## config.mk

```make
export PLATFORM = sky130hd
export DESIGN_NAME = ptpv2_ts_collector
export DESIGN_NICKNAME = d
export VERILOG_FILES = /design/src/rtl/ptpv2_ts_collector_pkg.sv /design/src/rtl/ptpv2_sync_fifo.sv /design/src/rtl/ptpv2_ts_collector.sv
export SDC_FILE = /design/constraint.sdc
export NUM_CORES = 2
export LEC_CHECK = 0
export BUFFER_PORTS_ARGS = -buffer_cell sky130_fd_sc_hd__buf_4
export CAP_MARGIN = 30
export CORE_AREA = 2 2 419 421
export CTS_BUF_LIST = sky130_fd_sc_hd__clkbuf_8
export CTS_CLUSTER_DIAMETER = 150
export DETAILED_ROUTE_END_ITERATION = 6
export DIE_AREA = 0 0 421 423
export PLACE_DENSITY = 0.9
export SLEW_MARGIN = 20
export SYNTH_ARGS = -nofsm -noshare
export SYNTH_HDL_FRONTEND = slang
export SYNTH_SLANG_ARGS = --single-unit
export TNS_END_PERCENT = 5
```

## constraint.sdc

```tcl
create_clock -name bus2ip_clk -period 20.4 [get_ports bus2ip_clk]
set_clock_uncertainty 0.15 [all_clocks]
set_input_delay 1.02 -clock bus2ip_clk [delete_from_list [all_inputs] [get_ports bus2ip_clk]]
set_output_delay 1.02 -clock bus2ip_clk [all_outputs]
set_load 0.02 [all_outputs]
```

## src/rtl/ptpv2_ts_collector_pkg.sv

```systemverilog
// Shared types and constants for the ptpv2 timestamp collector: event field
// widths, register offsets, CTRL bit positions and the FIFO entry layout.
package ptpv2_ts_collector_pkg;

    // Per-port event field widths: {sec[47:0], ns[31:0]}, fractional ns, {msgtype, seqid}
    localparam int STD_W  = 80;
    localparam int FNS_W  = 16;
    localparam int MSG_W  = 20;
    localparam int PORT_W = 4;

    // Register offsets inside the 32-byte window
    localparam logic [4:0] OFF_STATUS = 5'h00;
    localparam logic [4:0] OFF_CTRL   = 5'h04;
    localparam logic [4:0] OFF_HEAD0  = 5'h08;
    localparam logic [4:0] OFF_HEAD1  = 5'h0C;
    localparam logic [4:0] OFF_HEAD2  = 5'h10;
    localparam logic [4:0] OFF_HEAD3  = 5'h14;

    // CTRL bit positions
    localparam int CTRL_ENABLE_BIT = 0;
    localparam int CTRL_FLUSH_BIT  = 1;
    localparam int CTRL_THRESH_LSB = 8;
    localparam int CTRL_THRESH_W   = 8;

    // Word index of a register (byte offset >> 2)
    typedef enum logic [2:0] {
        REG_STATUS = 3'd0,
        REG_CTRL   = 3'd1,
        REG_HEAD0  = 3'd2,
        REG_HEAD1  = 3'd3,
        REG_HEAD2  = 3'd4,
        REG_HEAD3  = 3'd5,
        REG_RSVD6  = 3'd6,
        REG_RSVD7  = 3'd7
    } reg_sel_e;

    // One FIFO entry: source port plus the full captured event
    typedef struct packed {
        logic [PORT_W-1:0] port;
        logic [3:0]        msgtype;
        logic [47:0]       sec;
        logic [31:0]       ns;
        logic [15:0]       seqid;
        logic [15:0]       fns;
    } ts_entry_t;

    localparam int ENTRY_W = $bits(ts_entry_t);

    // Saturating add used by the overflow counter (several ports may drop at once)
    function automatic logic [7:0] sat_add8(input logic [7:0] a, input logic [4:0] b);
        logic [8:0] sum;
        sum = {1'b0, a} + {4'b0, b};
        return sum[8] ? 8'hFF : sum[7:0];
    endfunction

endpackage

```

## src/rtl/ptpv2_sync_fifo.sv

```systemverilog
// Single-clock FIFO with push/pop/flush, occupancy level and a combinational
// head output (the entry at the read pointer, no output register).
module ptpv2_sync_fifo #(
    parameter int WIDTH = 120,
    parameter int DEPTH = 16
) (
    input  logic                     i_clk,
    input  logic                     i_rst_n,
    input  logic                     i_push,
    input  logic [WIDTH-1:0]         i_wdata,
    input  logic                     i_pop,
    input  logic                     i_flush,
    output logic [WIDTH-1:0]         o_head,
    output logic [$clog2(DEPTH):0]   o_level,
    output logic                     o_full,
    output logic                     o_empty
);

    localparam int PTR_W = $clog2(DEPTH);
    localparam int LVL_W = PTR_W + 1;

    logic [WIDTH-1:0] r_mem [DEPTH];
    logic [PTR_W-1:0] r_wr_ptr;
    logic [PTR_W-1:0] r_rd_ptr;
    logic [LVL_W-1:0] r_level;
    logic             w_do_push;
    logic             w_do_pop;

    assign o_full    = (r_level == LVL_W'(DEPTH));
    assign o_empty   = (r_level == '0);
    assign w_do_pop  = i_pop & ~o_empty & ~i_flush;
    assign w_do_push = i_push & (~o_full | w_do_pop) & ~i_flush;
    assign o_head    = r_mem[r_rd_ptr];
    assign o_level   = r_level;

    // Storage array; a push into a full FIFO overwrites the slot being popped that same cycle
    always_ff @(posedge i_clk) begin
        if (w_do_push) begin
            r_mem[r_wr_ptr] <= i_wdata;
        end
    end

    // Pointer and level bookkeeping; flush wins over push/pop
    always_ff @(posedge i_clk or negedge i_rst_n) begin
        if (!i_rst_n) begin
            r_wr_ptr <= '0;
            r_rd_ptr <= '0;
            r_level  <= '0;
        end else if (i_flush) begin
            r_wr_ptr <= '0;
            r_rd_ptr <= '0;
            r_level  <= '0;
        end else begin
            if (w_do_push) begin
                r_wr_ptr <= r_wr_ptr + PTR_W'(1);
            end
            if (w_do_pop) begin
                r_rd_ptr <= r_rd_ptr + PTR_W'(1);
            end
            case ({w_do_push, w_do_pop})
                2'b10:   r_level <= r_level + LVL_W'(1);
                2'b01:   r_level <= r_level - LVL_W'(1);
                default: r_level <= r_level;
            endcase
        end
    end

endmodule

```

## src/rtl/ptpv2_ts_collector.sv

```systemverilog
// Multi-port PTP timestamp collector: per-port hold registers, round-robin
// arbitration into a shared FIFO, and a small bus register block with a
// FIFO-level threshold interrupt.
module ptpv2_ts_collector
    import ptpv2_ts_collector_pkg::*;
#(
    parameter int          NUM_PORTS  = 4,
    parameter int          FIFO_DEPTH = 16,
    parameter logic [31:0] BASE_ADDR  = 32'h0000_0200
) (
    input  logic                         bus2ip_clk,
    input  logic                         bus2ip_rst_n,
    input  logic [NUM_PORTS-1:0]         ts_valid_i,
    input  logic [NUM_PORTS*STD_W-1:0]   ts_std_i,
    input  logic [NUM_PORTS*FNS_W-1:0]   ts_fns_i,
    input  logic [NUM_PORTS*MSG_W-1:0]   ts_msg_i,
    input  logic [31:0]                  bus2ip_addr_i,
    input  logic [31:0]                  bus2ip_data_i,
    input  logic                         bus2ip_rd_ce_i,
    input  logic                         bus2ip_wr_ce_i,
    output logic [31:0]                  ip2bus_data_o,
    output logic                         int_ts_o
);

    localparam int LVL_W = $clog2(FIFO_DEPTH) + 1;

    // Hold registers, one per port
    logic [NUM_PORTS-1:0] r_hold_vld;
    logic [STD_W-1:0]     r_hold_std [NUM_PORTS];
    logic [FNS_W-1:0]     r_hold_fns [NUM_PORTS];
    logic [MSG_W-1:0]     r_hold_msg [NUM_PORTS];

    // Control / status state
    logic [PORT_W-1:0]        r_last;
    logic                     r_enable;
    logic [CTRL_THRESH_W-1:0] r_thresh;
    logic [7:0]               r_ovf_cnt;
    logic [31:0]              r_rdata;
    logic                     r_int;

    // Bus decode
    logic     w_hit;
    reg_sel_e w_sel;
    logic     w_rd;
    logic     w_ctrl_wr;
    logic     w_flush;
    logic     w_pop;
    logic     w_unused;

    // Arbitration / capture
    logic [NUM_PORTS-1:0] w_grant;
    logic                 w_grant_any;
    logic [PORT_W-1:0]    w_grant_port;
    int                   w_best;
    int                   w_dist;
    logic [NUM_PORTS-1:0] w_load;
    logic [NUM_PORTS-1:0] w_drop;
    logic [4:0]           w_drop_cnt;
    ts_entry_t            w_push_entry;

    // FIFO side
    logic [ENTRY_W-1:0] w_head_vec;
    ts_entry_t          w_head;
    logic [LVL_W-1:0]   w_fifo_level;
    logic [15:0]        w_level16;
    logic               w_fifo_full;
    logic               w_fifo_empty;
    logic [31:0]        w_rd_mux;

    assign w_hit     = (bus2ip_addr_i[31:5] == BASE_ADDR[31:5]);
    assign w_sel     = reg_sel_e'(bus2ip_addr_i[4:2]);
    assign w_rd      = bus2ip_rd_ce_i & w_hit;
    assign w_ctrl_wr = bus2ip_wr_ce_i & w_hit & (w_sel == REG_CTRL);
    assign w_flush   = w_ctrl_wr & bus2ip_data_i[CTRL_FLUSH_BIT];
    assign w_pop     = w_rd & (w_sel == REG_HEAD3) & ~w_fifo_empty & ~w_flush;
    assign w_unused  = ^{bus2ip_data_i[31:16], bus2ip_data_i[7:2], bus2ip_addr_i[1:0]};

    assign w_head    = ts_entry_t'(w_head_vec);
    assign w_level16 = {{(16-LVL_W){1'b0}}, w_fifo_level};

    assign ip2bus_data_o = r_rdata;
    assign int_ts_o      = r_int;

    // Round-robin pick: nearest valid hold after the last granted port, only when the FIFO can take it
    always_comb begin
        w_grant      = '0;
        w_grant_any  = 1'b0;
        w_grant_port = r_last;
        w_best       = NUM_PORTS + 1;
        w_dist       = 0;
        if (!w_flush && (!w_fifo_full || w_pop)) begin
            for (int j = 0; j < NUM_PORTS; j++) begin
                w_dist = (j > int'(r_last)) ? (j - int'(r_last)) : (j - int'(r_last) + NUM_PORTS);
                if (r_hold_vld[j] && (w_dist < w_best)) begin
                    w_best       = w_dist;
                    w_grant_any  = 1'b1;
                    w_grant_port = PORT_W'(j);
                end
            end
        end
        for (int j = 0; j < NUM_PORTS; j++) begin
            w_grant[j] = w_grant_any && (w_grant_port == PORT_W'(j));
        end
    end

    // Decide per port whether a new strobe loads its hold register or is dropped as an overflow
    always_comb begin
        w_load     = '0;
        w_drop     = '0;
        w_drop_cnt = '0;
        for (int j = 0; j < NUM_PORTS; j++) begin
            w_load[j]  = r_enable & ts_valid_i[j] & (~r_hold_vld[j] | w_grant[j]);
            w_drop[j]  = r_enable & ts_valid_i[j] & r_hold_vld[j] & ~w_grant[j];
            w_drop_cnt = w_drop_cnt + {4'b0, w_drop[j]};
        end
    end

    // Build the FIFO entry from the granted hold register
    always_comb begin
        w_push_entry = '0;
        for (int j = 0; j < NUM_PORTS; j++) begin
            if (w_grant[j]) begin
                w_push_entry.port    = PORT_W'(j);
                w_push_entry.msgtype = r_hold_msg[j][19:16];
                w_push_entry.seqid   = r_hold_msg[j][15:0];
                w_push_entry.sec     = r_hold_std[j][79:32];
                w_push_entry.ns      = r_hold_std[j][31:0];
                w_push_entry.fns     = r_hold_fns[j];
            end
        end
    end

    // Hold registers: load on accepted strobe, release on grant, clear on flush
    always_ff @(posedge bus2ip_clk or negedge bus2ip_rst_n) begin
        if (!bus2ip_rst_n) begin
            r_hold_vld <= '0;
            for (int j = 0; j < NUM_PORTS; j++) begin
                r_hold_std[j] <= '0;
                r_hold_fns[j] <= '0;
                r_hold_msg[j] <= '0;
            end
        end else if (w_flush) begin
            r_hold_vld <= '0;
        end else begin
            for (int j = 0; j < NUM_PORTS; j++) begin
                if (w_load[j]) begin
                    r_hold_vld[j] <= 1'b1;
                    r_hold_std[j] <= ts_std_i[j*STD_W +: STD_W];
                    r_hold_fns[j] <= ts_fns_i[j*FNS_W +: FNS_W];
                    r_hold_msg[j] <= ts_msg_i[j*MSG_W +: MSG_W];
                end else if (w_grant[j]) begin
                    r_hold_vld[j] <= 1'b0;
                end
            end
        end
    end

    // Remember the last granted port so the next search starts just after it
    always_ff @(posedge bus2ip_clk or negedge bus2ip_rst_n) begin
        if (!bus2ip_rst_n) begin
            r_last <= PORT_W'(NUM_PORTS - 1);
        end else if (w_grant_any) begin
            r_last <= w_grant_port;
        end
    end

    // CTRL register; flush is a pulse derived from the write and is never stored
    always_ff @(posedge bus2ip_clk or negedge bus2ip_rst_n) begin
        if (!bus2ip_rst_n) begin
            r_enable <= 1'b0;
            r_thresh <= '0;
        end else if (w_ctrl_wr) begin
            r_enable <= bus2ip_data_i[CTRL_ENABLE_BIT];
            r_thresh <= bus2ip_data_i[CTRL_THRESH_LSB +: CTRL_THRESH_W];
        end
    end

    // Saturating count of events lost because their port's hold was still occupied
    always_ff @(posedge bus2ip_clk or negedge bus2ip_rst_n) begin
        if (!bus2ip_rst_n) begin
            r_ovf_cnt <= '0;
        end else if (w_flush) begin
            r_ovf_cnt <= '0;
        end else if (w_drop_cnt != 5'd0) begin
            r_ovf_cnt <= sat_add8(r_ovf_cnt, w_drop_cnt);
        end
    end

    // Shared FIFO of captured events
    ptpv2_sync_fifo #(
        .WIDTH (ENTRY_W),
        .DEPTH (FIFO_DEPTH)
    ) u_fifo (
        .i_clk   (bus2ip_clk),
        .i_rst_n (bus2ip_rst_n),
        .i_push  (w_grant_any),
        .i_wdata (w_push_entry),
        .i_pop   (w_pop),
        .i_flush (w_flush),
        .o_head  (w_head_vec),
        .o_level (w_fifo_level),
        .o_full  (w_fifo_full),
        .o_empty (w_fifo_empty)
    );

    // Read mux; HEAD words show zero when there is nothing to read
    always_comb begin
        w_rd_mux = '0;
        case (w_sel)
            REG_STATUS: w_rd_mux = {r_ovf_cnt, 6'b0, w_fifo_full, w_fifo_empty, w_level16};
            REG_CTRL:   w_rd_mux = {16'b0, r_thresh, 6'b0, 1'b0, r_enable};
            REG_HEAD0:  if (!w_fifo_empty) w_rd_mux = {w_head.port, w_head.msgtype, 8'b0, w_head.sec[47:32]};
            REG_HEAD1:  if (!w_fifo_empty) w_rd_mux = w_head.sec[31:0];
            REG_HEAD2:  if (!w_fifo_empty) w_rd_mux = w_head.ns;
            REG_HEAD3:  if (!w_fifo_empty) w_rd_mux = {w_head.seqid, w_head.fns};
            default:    w_rd_mux = '0;
        endcase
    end

    // Registered read data, valid for exactly the cycle after a read strobe
    always_ff @(posedge bus2ip_clk or negedge bus2ip_rst_n) begin
        if (!bus2ip_rst_n) begin
            r_rdata <= '0;
        end else if (w_rd) begin
            r_rdata <= w_rd_mux;
        end else begin
            r_rdata <= '0;
        end
    end

    // Level interrupt, one cycle behind the FIFO level
    always_ff @(posedge bus2ip_clk or negedge bus2ip_rst_n) begin
        if (!bus2ip_rst_n) begin
            r_int <= 1'b0;
        end else begin
            r_int <= r_enable & (r_thresh != '0) & (w_level16 >= {8'b0, r_thresh});
        end
    end

endmodule
```

==> results.toml, run 1 <==
[run_status]
outcome = "did not finish"
stop_stage = "global routing (5_1_grt)"
firstError = "[ERROR GRT-0232] Routing congestion too high. Check the congestion heatmap in the GUI."

[synthesis]
ys_seq_area_share_pct = 63.5
ys_warn_count = 0
synth_fp_nets = 8347
synth.distinct_cells = 76
synthCells = 7764
avgSynthCellArea_um2 = 14.2
synth_compound_area_share_pct = 5.41
syn-cell-area_um2 = 110000
synth_seq_cells = 2423
synth_top_family_by_area = "simple AND/OR/NAND/NOR gates"
netlist.area_leader.share_pct = 51.4
synthMuxAreaShare_pct = 13.7
synthAdderAreaFrac_pct = 0.553
synth-simple-area-share_pct = 13.7
ys.flop_type = "edfxtp_1"
synth-edff-count = 1888
synth-async-reset-ratio_pct = 22.1
yosys-top-cells-area = "edfxtp_1 (51%), dfrtp_1 (12%), mux4_2 (12%)"
synth_top_area_cell = "edfxtp_1"
synth_xor_area_share_pct = 0.167

[cts]
cts.sinks = 2423
cts_buffer_depth = 4
post_cts_buffers = 0
cts_buffers = 377
cts-root-buf = "clkbuf_8"
cts_max_level = 5
post_cts_resized = 0

[place]
io_buffer_count = 544
place.gp.congestion = 0.938
dpl.hpwl_um = 239000
dpl_worst_slack_ns = 8.64

[floorplan]
rows = 153
start_util_pct = 63.7
io_pins = 569
die_y_um = 423
die_w_um = 421

[global_route]
track_usage_pct = 61.6
grt_max_degree = 213
grt_overflow = 106
==> kinds of logic after synthesis <==
group,after synthesis
buffers and inverters,760
adders and majority gates,47
xor gates and xnor gates,21
DFF,2423
AOI/OAI and AO/OA,865
muxes,743
and+or+nand+nor,2905
==> synth_stat cells, types with 5 or more instances <==
| cell | instances |
|---|---|
| a211oi_1 | 6 |
| a21o_1 | 6 |
| a21oi_1 | 34 |
| a221o_1 | 6 |
| a221oi_1 | 11 |
| a22o_1 | 10 |
| a22oi_1 | 9 |
| a31oi_1 | 355 |
| and2_1 | 7 |
| and3_1 | 369 |
| buf_1 | 45 |
| buf_2 | 231 |
| buf_4 | 10 |
| buf_6 | 5 |
| clkbuf_1 | 442 |
| dfrtp_1 | 533 |
| edfxtp_1 | 1888 |
| ha_1 | 44 |
| inv_1 | 26 |
| mux2_2 | 90 |
| mux2_4 | 40 |
| mux2i_1 | 22 |
| mux4_2 | 590 |
| nand2_1 | 741 |
| nand2b_1 | 7 |
| nand3_1 | 1171 |
| nand3b_1 | 349 |
| nand4_1 | 127 |
| nor2_1 | 67 |
| nor2b_1 | 16 |
| nor3_1 | 12 |
| nor4_1 | 11 |
| o211ai_1 | 350 |
| o21ai_0 | 38 |
| o21ai_1 | 6 |
| xnor2_1 | 11 |
| xor2_1 | 10 |
==> metrics by stage <==
stage / cell area (um^2) / hold WS (ns) / cells
CTS: 123000 / 0.0000558 / 10769
detailed placement: 116000 / 0.338 / 10026
global placement: 116000 / 0.325 / 10018
floorplan: 110000 / 0.300 / 7764
==> per-layer routing <==
metal | track usage [%] | GRT overflow
met1 | 61.7 | 11
met2 | 75.0 | 43
met3 | 50.5 | 9
met4 | 55.6 | 40
met5 | 38.3 | 3
==> what timing repair did <==
| action | in CTS |
|---|---|
| hold endpoints to repair | 193 |
| setup endpoints to repair | 0 |
| hold buffers | 74 |
==> inputs of run 2 (changes only) <==
--- a/config.mk
+++ b/config.mk
@@ -7,12 +7,10 @@
 export LEC_CHECK = 0
 export BUFFER_PORTS_ARGS = -buffer_cell sky130_fd_sc_hd__buf_4
 export CAP_MARGIN = 30
-export CORE_AREA = 2 2 419 421
-export CTS_BUF_LIST = sky130_fd_sc_hd__clkbuf_8
-export CTS_CLUSTER_DIAMETER = 150
+export CORE_AREA = 2 2 529 531
 export DETAILED_ROUTE_END_ITERATION = 6
-export DIE_AREA = 0 0 421 423
-export PLACE_DENSITY = 0.9
+export DIE_AREA = 0 0 531 533
+export PLACE_DENSITY_LB_ADDON = 0.15
 export SLEW_MARGIN = 20
 export SYNTH_ARGS = -nofsm -noshare
 export SYNTH_HDL_FRONTEND = slang
==> run 2 against run 1 <==
Effect of this change:
- the run now ends clean
- synthesized area unchanged
- synthesized cell count unchanged
==> results.toml, run 2 <==
[power_and_ir_drop]
p_total_uw = 10300
ir_drop_mv = 0.0614
cellLeakagePower_uw = 0.0426
pwr-share-comb_pct = 1.6
power_frac_seq_pct = 51.2
net-switching-power_uw = 2200
switching_share_pct = 21.4
p_per_area_nw_per_um2 = 80.6
p_int_uw = 8080
p_clk_share_pct = 47.2

[synthesis]
synth.distinct_cells = 76
synth_seq_cells = 2423
synth_fp_nets = 8347
ys.flop_type = "edfxtp_1"
synth-edff-count = 1888
synth_common_cells = "edfxtp_1 (1888), nand3_1 (1171), nand2_1 (741), mux4_2 (590), dfrtp_1 (533)"
avgSynthCellArea_um2 = 14.2
yosys-top-cells-area = "edfxtp_1 (51%), dfrtp_1 (12%), mux4_2 (12%)"
ys_seq_area_share_pct = 63.5
ys_warn_count = 0
syn-cell-area_um2 = 110000
synth-async-reset-ratio_pct = 22.1
netlist.area_leader.share_pct = 51.4
synth_top_area_cell = "edfxtp_1"
synthCells = 7764
yosysMostFrequentCell = "edfxtp_1"

[timing]
hold_violations = 0
holdWs_ns = 0.0296
maxSlewHeadroom_pct = 15.5
period_share_pct = 58.2
max_freq_mhz = 84.3
setup_violations = 0
rsz0062_at_grt = "no"
fin_crit_ns = 11.86
worst_slew_pin_slew_ns = 1.27
fin_setup_tns_ns = 0
slew_viol_final = 0
worst_slack_ns = 8.54

[drt]
drcViolationCount = 0
wl_per_cell_um = 31.0
num_vias = 74506
detail-route-antenna-nets = 0
wirelength_um = 373000
firstDrtPassIters = 6
drt_iter0_drc = 9333
routed_via_density = 6.20

[place]
dp_cells = 11473
io_buffer_count = 544
place.gp.congestion = 0.848
dpl_worst_slack_ns = 8.64
dpl.hpwl_um = 218000

[floorplan]
coreArea_um2 = 278000
start_util_pct = 39.7
rows = 194
io_pins = 569
die_y_um = 533
die_w_um = 531
fp.dieArea_um2 = 283000

[cts]
cts.sinks = 2423
cts-root-buf = "clkbuf_16"
clk_latency_ns = 0.90
post_cts_buffers = 0
cts_tree = "yes"
cts_max_level = 5
cts_buffers = 274
cts_buffer_depth = 4
post_cts_resized = 0
path_clk_slew_ns = 0.06
hold_buffers = 0

[final_layout]
final_cell_count_no_fill = 12017
layout_commonest_cell = "edfxtp_1"
finalNetCount = 8651
regMostFlops = "u_fifo.r_mem"
final_cell_mix = "edfxtp_1 (1888), nand3_1 (1168), nand2_1 (741)"
largest_reg_flops = 1888
layout-drive-gt1-share_pct = 23.1
fillerInstances = 24255
area_delta_synth_final_pct = 15.6
multi_input_area_um2 = 37300
final-seq-area_um2 = 70100
reg_top3 = "u_fifo.r_mem x1888, r_hold_std x320, r_hold_msg x80"

[setup_path]
end_kind = "register"
cp.arrival_ns = 12.27
critPathKind = "reg2reg"
cp.required_ns = 20.80
worstSetupStartpointType = "register"
critPathMaxStageDelay_ns = 0.80
cpMaxStageDelayCell = "o21a_4"
cp_max_fo = 164
rr_worst_depth = 30

[global_route]
antenna_found_initial = 46
first_global_vias = 71912
grt_pass1_wl_um = 533000
grt_max_degree = 233
grt_overflow = 0
track_usage_pct = 25.8

[job]
cap_violations = 0

[hold_path]
hold_class = "in2async"

[run_status]
outcome = "finished, final reports clean"
[run 2: cell counts after synthesis]
Identical to the previous run, type by type.
[run 2: path summary, 6_finish.rpt]
kind	slack, ns	startpoint	to
min in group bus2ip_clk	0.19	bus2ip_data_i[12]	r_thresh[4]
setup / recovery	8.54	r_last[1]	u_fifo.r_mem[1][81]
max in group asynchronous	17.37	bus2ip_rst_n	r_hold_std[168]
hold reg to reg	0.36	r_hold_fns[1]	r_hold_fns[1]
hold / removal	0.03	bus2ip_rst_n	r_hold_std[117]
setup reg to reg	8.54	r_last[1]	u_fifo.r_mem[1][81]
[run 2: final cells by class]
class / count / area share [%]
well taps: 3724 / 3.65
clock buffers: 360 / 5.74
diodes: 10 / 0.0196
multi-input cells: 4581 / 29.2
repair buffers: 762 / 5.20
inverters: 26 / 0.0765
clock inverters: 131 / 1.09
flip-flops and latches: 2423 / 55.0
[run 2: cells by family after synthesis]
family	after synthesis	share of synthesized area (%)
fa+ha+maj	47	0.553
compound gates	865	5.41
simple gates	2905	13.7
buf+inv	760	2.92
xor+xnor	21	0.167
mux	743	13.7
flops	2423	63.5
[run 2: stage by stage]
stage | instance area, um^2 | utilization, %
after floorplan | 110000 | -
after global placement | 118000 | 42.3
after detailed placement | 118000 | 42.5
after CTS | 127000 | 45.6
after global routing | 128000 | 45.9
final | 128000 | 45.9
[run 2: power by group through the flow]
stage | Sequential [uW] | Combinational (uW) | Clock [uW]
floorplan | 5360 | 11.5 | 0
global placement | 5360 | 158 | 0
detailed placement | 5360 | 159 | 0
CTS | 5260 | 159 | 4930
global route | 5260 | 170 | 5130
finish | 5260 | 161 | 4860
[run 2: routing by layer]
layer,GRT usage [%],part of all wire [%],vias to the layer above
li1,-,-,31310
met1,37.6,43,39352
met2,40.4,47,3329
met3,4.71,8.3,461
met4,5.73,2.2,54
met5,0,0.096,-
[run 2: worst max-delay path, delay by kind of cell (launching register included)]
family,cells,cell delay (ns)
AOI/OAI and AO/OA,11,3.45
buffers and inverters,5,3.02
and+or+nand+nor,9,2.54
adders and majority gates,4,1.19
DFF,1,0.60
xor gates and xnor gates,1,0.40
No activity file was read; power rests on OpenSTA's default activity.
